**config.mk**
```make
export PLATFORM = sky130hd
export DESIGN_NAME = sha256_padder
export DESIGN_NICKNAME = d
export VERILOG_FILES = /design/src/rtl/sha256_pkg.sv /design/src/rtl/sha256_pad_insert.sv /design/src/rtl/sha256_padder.sv
export SDC_FILE = /design/constraint.sdc
export NUM_CORES = 2
export LEC_CHECK = 0
export CORE_ASPECT_RATIO = 1.5
export CORE_UTILIZATION = 25
export DETAILED_ROUTE_END_ITERATION = 8
export PLACE_DENSITY = 0.44
export SLEW_MARGIN = 10
export SYNTH_ARGS = -nofsm -noshare
export SYNTH_HDL_FRONTEND = slang
export SYNTH_HIERARCHICAL = 1
export SYNTH_SLANG_ARGS = --single-unit
```
**constraint.sdc**
```tcl
create_clock -name clk -period 3.1 [get_ports clk]
set_input_delay 0.465 -clock clk [delete_from_list [all_inputs] [get_ports clk]]
set_output_delay 0.465 -clock clk [all_outputs]
set_load 0.05 [all_outputs]
```
**src/rtl/sha256_pkg.sv**
```systemverilog
// sha256_pkg: constants and FSM encoding shared by the SHA-256 front end.
package sha256_pkg;

  localparam int         BLOCK_W     = 512;
  localparam int         BLOCK_BYTES = BLOCK_W / 8;
  localparam int         LEN_OFF     = 56;
  localparam logic [7:0] PAD_BYTE    = 8'h80;

  typedef enum logic [1:0] {
    FILL  = 2'd0,
    PAD   = 2'd1,
    ISSUE = 2'd2,
    WAIT  = 2'd3
  } pad_state_e;

endpackage

```
**src/rtl/sha256_pad_insert.sv**
```systemverilog
// sha256_pad_insert: combinational pad-marker insertion and length append.
module sha256_pad_insert
  import sha256_pkg::*;
(
  input  logic [BLOCK_W-1:0] buf_i,
  input  logic [6:0]         p_i,
  input  logic [63:0]        bitcnt_i,
  input  logic               len_en_i,
  output logic [BLOCK_W-1:0] blk_o
);

  // Keep bytes before p, place the marker at p, zero the rest, then overlay
  // the big-endian bit count. A p of 64 passes the buffer through untouched.
  always_comb begin
    blk_o = '0;
    for (int unsigned i = 0; i < BLOCK_BYTES; i++) begin
      if (i < {25'd0, p_i}) begin
        blk_o[BLOCK_W-1-8*i -: 8] = buf_i[BLOCK_W-1-8*i -: 8];
      end else if (i == {25'd0, p_i}) begin
        blk_o[BLOCK_W-1-8*i -: 8] = PAD_BYTE;
      end
    end
    if (len_en_i) begin
      blk_o[BLOCK_W-8*LEN_OFF-1:0] = bitcnt_i;
    end
  end

endmodule

```
**src/rtl/sha256_padder.sv**
```systemverilog
// sha256_padder: packs a 32-bit word stream into padded 512-bit SHA-256 blocks.
module sha256_padder
  import sha256_pkg::*;
(
  input  logic               clk,
  input  logic               rst_n,
  input  logic [31:0]        in_data,
  input  logic               in_valid,
  input  logic               in_last,
  input  logic [2:0]         in_bytes,
  output logic               in_ready,
  output logic [BLOCK_W-1:0] M_out,
  output logic               blk_valid,
  output logic               blk_first,
  output logic               blk_last,
  input  logic               core_done
);

  pad_state_e         state_q, state_d;
  logic               rdy_q;
  logic [3:0]         wptr_q, wptr_d;
  logic [63:0]        bitcnt_q, bitcnt_d;
  logic [BLOCK_W-1:0] buf_q, buf_d;
  logic [BLOCK_W-1:0] mout_q, mout_d;
  logic [BLOCK_W-1:0] pad_blk;
  logic [6:0]         p_q, p_d;
  logic               final_q, final_d;
  logic               lenonly_q, lenonly_d;
  logic               pend_q, pend_d;
  logic               first_q, first_d;
  logic               last_q, last_d;
  logic               accept;
  logic               len_en;
  logic [2:0]         nbytes;

  assign in_ready  = rdy_q && (state_q == FILL);
  assign accept    = in_valid && in_ready;
  assign nbytes    = (in_bytes > 3'd4) ? 3'd4 : in_bytes;
  assign len_en    = final_q && (lenonly_q || (p_q < 7'(LEN_OFF)));
  assign M_out     = mout_q;
  assign blk_valid = (state_q == ISSUE);
  assign blk_first = first_q;
  assign blk_last  = last_q;

  sha256_pad_insert u_pad_insert (
    .buf_i    (buf_q),
    .p_i      (p_q),
    .bitcnt_i (bitcnt_q),
    .len_en_i (len_en),
    .blk_o    (pad_blk)
  );

  // Next-state logic for the fill / pad / issue / wait sequence.
  // A full non-final block also passes through PAD (p=64, no length) so that
  // every word-completed block sees the same two-cycle latency.
  always_comb begin
    state_d   = state_q;
    wptr_d    = wptr_q;
    bitcnt_d  = bitcnt_q;
    buf_d     = buf_q;
    mout_d    = mout_q;
    p_d       = p_q;
    final_d   = final_q;
    lenonly_d = lenonly_q;
    pend_d    = pend_q;
    first_d   = first_q;
    last_d    = last_q;
    case (state_q)
      FILL: begin
        if (accept) begin
          buf_d[{4'd15 - wptr_q, 5'd0} +: 32] = in_data;
          wptr_d = wptr_q + 4'd1;
          if (in_last) begin
            bitcnt_d  = bitcnt_q + {58'd0, nbytes, 3'd0};
            p_d       = {1'b0, wptr_q, 2'b00} + {4'd0, nbytes};
            final_d   = 1'b1;
            lenonly_d = 1'b0;
            state_d   = PAD;
          end else begin
            bitcnt_d = bitcnt_q + 64'd32;
            if (wptr_q == 4'd15) begin
              p_d       = 7'd64;
              final_d   = 1'b0;
              lenonly_d = 1'b0;
              state_d   = PAD;
            end
          end
        end
      end
      PAD: begin
        mout_d  = pad_blk;
        last_d  = len_en;
        pend_d  = final_q && !len_en;
        if (final_q && !len_en) begin
          // Marker already placed (p in 56..63): follow with a length-only
          // block; message filled the block (p=64): follow with marker+length.
          lenonly_d = (p_q != 7'd64);
          p_d       = (p_q == 7'd64) ? 7'd0 : 7'd64;
        end
        state_d = ISSUE;
      end
      ISSUE: begin
        state_d = WAIT;
      end
      WAIT: begin
        if (core_done) begin
          buf_d   = '0;
          first_d = last_q;
          if (pend_q) begin
            pend_d  = 1'b0;
            state_d = PAD;
          end else begin
            wptr_d    = '0;
            final_d   = 1'b0;
            lenonly_d = 1'b0;
            p_d       = '0;
            if (last_q) begin
              bitcnt_d = '0;
            end
            state_d = FILL;
          end
        end
      end
      default: state_d = FILL;
    endcase
  end

  // State and datapath registers with asynchronous active-low reset.
  always_ff @(posedge clk or negedge rst_n) begin
    if (!rst_n) begin
      state_q   <= FILL;
      rdy_q     <= 1'b0;
      wptr_q    <= '0;
      bitcnt_q  <= '0;
      buf_q     <= '0;
      mout_q    <= '0;
      p_q       <= '0;
      final_q   <= 1'b0;
      lenonly_q <= 1'b0;
      pend_q    <= 1'b0;
      first_q   <= 1'b1;
      last_q    <= 1'b0;
    end else begin
      state_q   <= state_d;
      rdy_q     <= 1'b1;
      wptr_q    <= wptr_d;
      bitcnt_q  <= bitcnt_d;
      buf_q     <= buf_d;
      mout_q    <= mout_d;
      p_q       <= p_d;
      final_q   <= final_d;
      lenonly_q <= lenonly_d;
      pend_q    <= pend_d;
      first_q   <= first_d;
      last_q    <= last_d;
    end
  end

endmodule

```
# Yosys cells after proc, flatten, opt, wreduce, memory -nomap -nowiden
# Index checks and enable logic that the tools add are counted.
totals:
  ff_bits: 1107
  inputBits: 40
  output_inout_bits: 516
  word_cells: 350
op_classes:
  add_sub_neg: 6
  magnitude_cmp: 66
  eq_ne: 75
  shift: 2
  n_mux: 170
  n_reduce_logical: 19
op_table:
  columns: ["cell", "n"]
  rows:
  - ["two-way mux 512 bit", 2]
  - ["two-way mux 8 bit", 128]
  - ["case mux 512 bit (2 select lines)", 1]
  - ["bitwise mux 512 bit", 1]
  - ["variable shift 32 x 11 -> 512 bit, first input constant", 1]
  - ["variable part select 32 x 11 -> 512 bit", 1]
  - ["two-way mux 64 bit", 6]
  - ["== test 6 x 7 -> 1 bit, first input constant", 32]
  - ["less-than comparator 6 x 7 -> 1 bit, first input constant", 32]
  - ["case mux 64 bit (2 select lines)", 1]
  - ["== test 5 x 7 -> 1 bit, first input constant", 16]
  - ["less-than comparator 5 x 7 -> 1 bit, first input constant", 16]
  - ["adder 64 x 6 -> 64 bit", 1]
  - ["adder 64 x 6 -> 64 bit, second input constant", 1]
  - ["== test 4 x 7 -> 1 bit, first input constant", 8]
  - ["less-than comparator 4 x 7 -> 1 bit, first input constant", 8]
  - ["two-way mux 7 bit", 7]
  - ["== test 3 x 7 -> 1 bit, first input constant", 4]
  - ["less-than comparator 3 x 7 -> 1 bit, first input constant", 4]
  - ["case mux 7 bit (3 select lines)", 1]
  - ["== test 2 x 7 -> 1 bit, first input constant", 2]
  - ["less-than comparator 1 x 7 -> 1 bit, first input constant", 2]
  - ["less-than comparator 2 x 7 -> 1 bit, first input constant", 2]
  - ["two-way mux 4 bit", 3]
  - ["33 further kinds", 58]

# Longest topological paths before layout
logic_depth:
  word_depth: 7
  ltp_mapped: 10
  ltp_nobuf: 8

# By module
# Netlist, hierarchy kept.
by_module_without_submodules:
  columns: ["module", "instances", "cells_each", "area_per_inst_um2", "seq_area_each_um2"]
  rows:
  - ["sha256_padder", 1, 3441, 44057.3, 27627.7]
  - ["sha256_pad_insert", 1, 867, 5262.5, 0.0]

# Worst setup path before layout
# No wires, ideal clock.
synth_path:
  path_kind: "input to register"
  start: "input port in_bytes[0]"
  end: "register bitcnt_q[35]"
  setup_time_ns: 0.132
  t_arrival_ns: 2.328
  required_time_ns: 2.968
  slack_ns: 0.640
  path_stages: 10
  path_buffers: 2
  cell_sequence: "nor2b_1 ha_1 fa_1 a21oi_1 o2bb2ai_1 nand4_1 clkbuf_1 clkbuf_1 xor2_1 nor2_1"
synth_via:
  elab_chain_len: 6
synth_rtl:
  columns: ["item", "line", "text"]
  rows:
  - ["start: declaration", "sha256_padder.sv:10", "input logic [2:0] in_bytes,"]
  - ["> comparator 3 bit", "sha256_padder.sv:38", "assign nbytes = (in_bytes > 3'd4) ? 3'd4 : in_bytes;"]
  - ["two-way mux 3 bit (*)", "sha256_padder.sv:38", null]
  - ["adder 64 x 6 -> 64 bit (*)", "sha256_padder.sv:74", "bitcnt_d = bitcnt_q + {58'd0, nbytes, 3'd0};"]
  - ["two-way mux 64 bit (*)", "sha256_padder.sv:73", "if (in_last) begin"]
  - ["two-way mux 64 bit (*)", "sha256_padder.sv:70", "if (accept) begin"]
  - ["case mux 64 bit (2 select lines) (*)", "sha256_padder.sv:68", "case (state_q)"]
  - ["end signal: assignment", "sha256_padder.sv:147", "bitcnt_q <= bitcnt_d;"]
  - ["end: declaration", "sha256_padder.sv:22", "logic [63:0] bitcnt_q, bitcnt_d;"]
# Mark *: on every way between the ends. The rest lies on a longest branch, timed or not. The select of a mux whose other input is x is not followed.
# A chain may end at the register's enable or synchronous reset.

# Worst setup path after layout
layout_path:
  start: "register state_q[0]"
  end: "output port blk_valid"
layout_via:
  elab_chain_len: 1
layout_rtl:
  columns: ["item", "line", "text"]
  rows:
  - ["start: declaration", "sha256_padder.sv:19", "pad_state_e state_q, state_d;"]
  - ["start signal: assignment", "sha256_padder.sv:144", "state_q <= state_d;"]
  - ["== test 2 bit", "sha256_padder.sv:41", "assign blk_valid = (state_q == ISSUE);"]
  - ["end: declaration", "sha256_padder.sv:13", "output logic blk_valid,"]
# Every way passes these cells.

==> metrics.txt <==
Synth Instances 4,308; Slew @ Worst Pin 1.12 ns; share of the synthesized area in the top cell type 0.560; Final Instance Area 63,200 µm²; count of different cell masters after synthesis 93; cell count along the critical path 4; top post-synthesis cells by area dfrtp_1, mux2_2, a22o_1, a22oi_1, nand2_1; area of placed instances 59,200 µm²; area leader, netlist dfrtp_1; Final Critical Period 2.96 ns; ys flop type dfrtp_1; CP Cell Sequence inv_1 > buf_4 > ha_1 > clkdlybuf4s50_1; Reg2Reg Depth 8; TritonCTS Buffers 117; met1 wire length 95,100 µm; critical-path maximum fanout 2; Core ar. 196,000 µm²; # DRC 0; P&R area growth vs syn 28.1%; Max IR drop VDD 0.739 mV; Max clock buf depth 3; CP arrival 2.49 ns; Syn. warnings 6; Slew Viols, Final 0; Setup crit start state_q[0]; Final GP Congestion 0.846; Clock Skews 0.0600 ns; 1st-iter DRT viols 3,012; startpoint type of the worst setup path register; Core Rows 199; critical path endpoint category primary output; HP Class input port to register; CTS root buffer clkbuf_16; Worst Hold Depth 4; pin count of the biggest net entering global routing 106; total grt overflow 0; Post-Syn Area 49,300 µm²; Avg Vias per Cell 4.99; commonest non-fill, non-tap cell in the layout dfrtp_1; initial core utilization 0.252; min-delay src in_data[19]; asr flop ratio synth 1.00; max-cap violations 0; Worst-path clk slew 0.07 ns; DIE HEIGHT 546 µm; Syn Area/Cell 11.4 µm²; r2r startpoint wptr_q[1]; status completed; # IOs 556; number of synthesized flops with an enable pin 0; Clock Latency Late Sink 0.76 ns; vias in the first global route 37,611; final cycle utilization of the critical path 0.954; worst reg2reg setup slack 0.20 ns; max layer used met5; share of cells above drive strength 1 0.214; setup ws final 0.143 ns; Pwr Total 76,000 µW; fmax 338 MHz; DR pass1 iterations 5; die area 199,000 µm²; post-route ant nets 0; Setup TNS Final 0 ns; NumNets Final 4,929; Required @ worst endpoint 2.63 ns; initial antenna violation count 26; Fin. Hold Viols 0; commonest cells after routing, fill and taps aside dfrtp_1, clkdlybuf4s50_1, mux2_2, nand2_1, a22o_1; Lkg Pwr 0.0275 µW; first-pass GRT wire length 296,000 µm; CTS tree built; slowest cell on the critical path clkdlybuf4s50_1; family with the most delay on the worst path buffers and inverters; All-Layer GR Usage 0.206; WL final 210,000 µm; Critical Setup Path Class register to primary output; Placement Setup Slack -0.207 ns; length of routed met3 wiring 15,800 µm; relative slew slack 0.254; H-tree lvl count 3; Crit path buffers/inverters 3; setup violation total in the final timing report 0; Final HPWL DP 140,000 µm; sinks on the clock net 1,104; RSZ-0062 raised after global routing false; Die Wd 365 µm; post-synthesis sequential area ratio 0.560; routed via count 37,857; FF+latch count, synth 1,104; Largest stage delay, worst path 0.87 ns; PwrDens 1200 nW/µm²; Wirelength per Cell 27.6 µm; Min Hold Slack 0.343 ns; I/O Buffers 555; met2 routed WL 93,800 µm
==> tightest hold or removal path, stage by stage <==
cell and delay (ns):
buf_2 0.12, buf_12 0.18, a22oi_1 0.19, o21ai_1 0.07
==> sequential cells by signal (all words and copies together) (netlist names) <==
register and cells:
pend_q 1, rdy_q 1, blk_last 1, buf_q 512, state_q 2, lenonly_q 1
M_out 512, p_q 7, wptr_q 4, final_q 1, blk_first 1, bitcnt_q 61
==> stage by stage <==
stage                     utilization  instances
final                           0.322       7587
after global routing            0.322       7584
after CTS                       0.322       7579
after detailed placement        0.302       7362
after global placement          0.302       7362
after floorplan                     -       4310
==> cells in the mapped netlist, types with 6 or more instances <==
library cell / count
mux2i_1: 18
xnor2_1: 6
buf_1: 15
dfrtp_1: 1103
o31ai_1: 16
nand2_1: 393
a31oi_1: 8
or4_1: 17
or2_2: 10
or3_1: 31
nor2_1: 68
o21ai_0: 223
nand2b_1: 34
mux2_1: 6
nand4_1: 36
nor3_1: 24
nand3_1: 34
o21a_1: 6
a22oi_1: 263
o21ai_1: 152
and2_1: 184
a32o_1: 6
and2b_1: 8
o2bb2ai_1: 7
inv_1: 35
a21boi_0: 23
xor2_1: 10
buf_2: 47
ha_1: 14
mux2_2: 516
clkbuf_1: 296
o211ai_1: 7
a22o_1: 288
nor2b_1: 192
and3_1: 14
a21o_1: 11
a21oi_1: 74
nor4_1: 12
==> where the power goes <==
part	switching, µW	internal, µW
sequential	3460	19100
combinational	24400	14400
clock	6420	8170
==> kinds of logic after synthesis <==
kind of cell,after synthesis,share of synthesized area
buffers and inverters,401,0.0327
AOI/OAI and AO/OA,1124,0.157
DFF,1104,0.560
adders and majority gates,15,0.00396
and+or+nand+nor,1105,0.120
other,2,0.000152
muxes,541,0.123
xor gates and xnor gates,16,0.00284
==> area by class of cell <==
type / count / area, µm²
Antenna cell: 4 / 10.0
Clock buffer: 173 / 3360
Clock inverter: 42 / 507
Fill cell: 19763 / 133000
Inverter: 37 / 139
Multi-Input combinational cell: 2808 / 20300
Sequential cell: 1104 / 27600
Tap cell: 2613 / 3270
Timing Repair Buffer: 806 / 7930
==> path summary, 6_finish.rpt <==
kind                                    to
worst max-delay path             blk_valid
worst min-delay path             buf_q[19]
worst max register to register  buf_q[449]
worst min register to register   blk_first
max in group asynchronous       buf_q[506]
min in group asynchronous        M_out[39]
==> repair_timing <==
item | in CTS | in global routing
setup endpoints to repair | 48 | 45
buffers inserted | 0 | 2
gates resized for setup | 2 | 4
endpoints found under the hold margin | 31 | 0
gates cloned | 1 | 2
hold buffers | 1 | 0
pin swaps | 0 | 2
==> per-layer routing <==
layer / vias to the layer above / global-route usage
li1: 16578 / -
met1: 19693 / 0.290
met2: 1357 / 0.312
met3: 227 / 0.0499
met4: 2 / 0.0510
met5: - / 0
No activity file was read; power rests on OpenSTA's default activity.
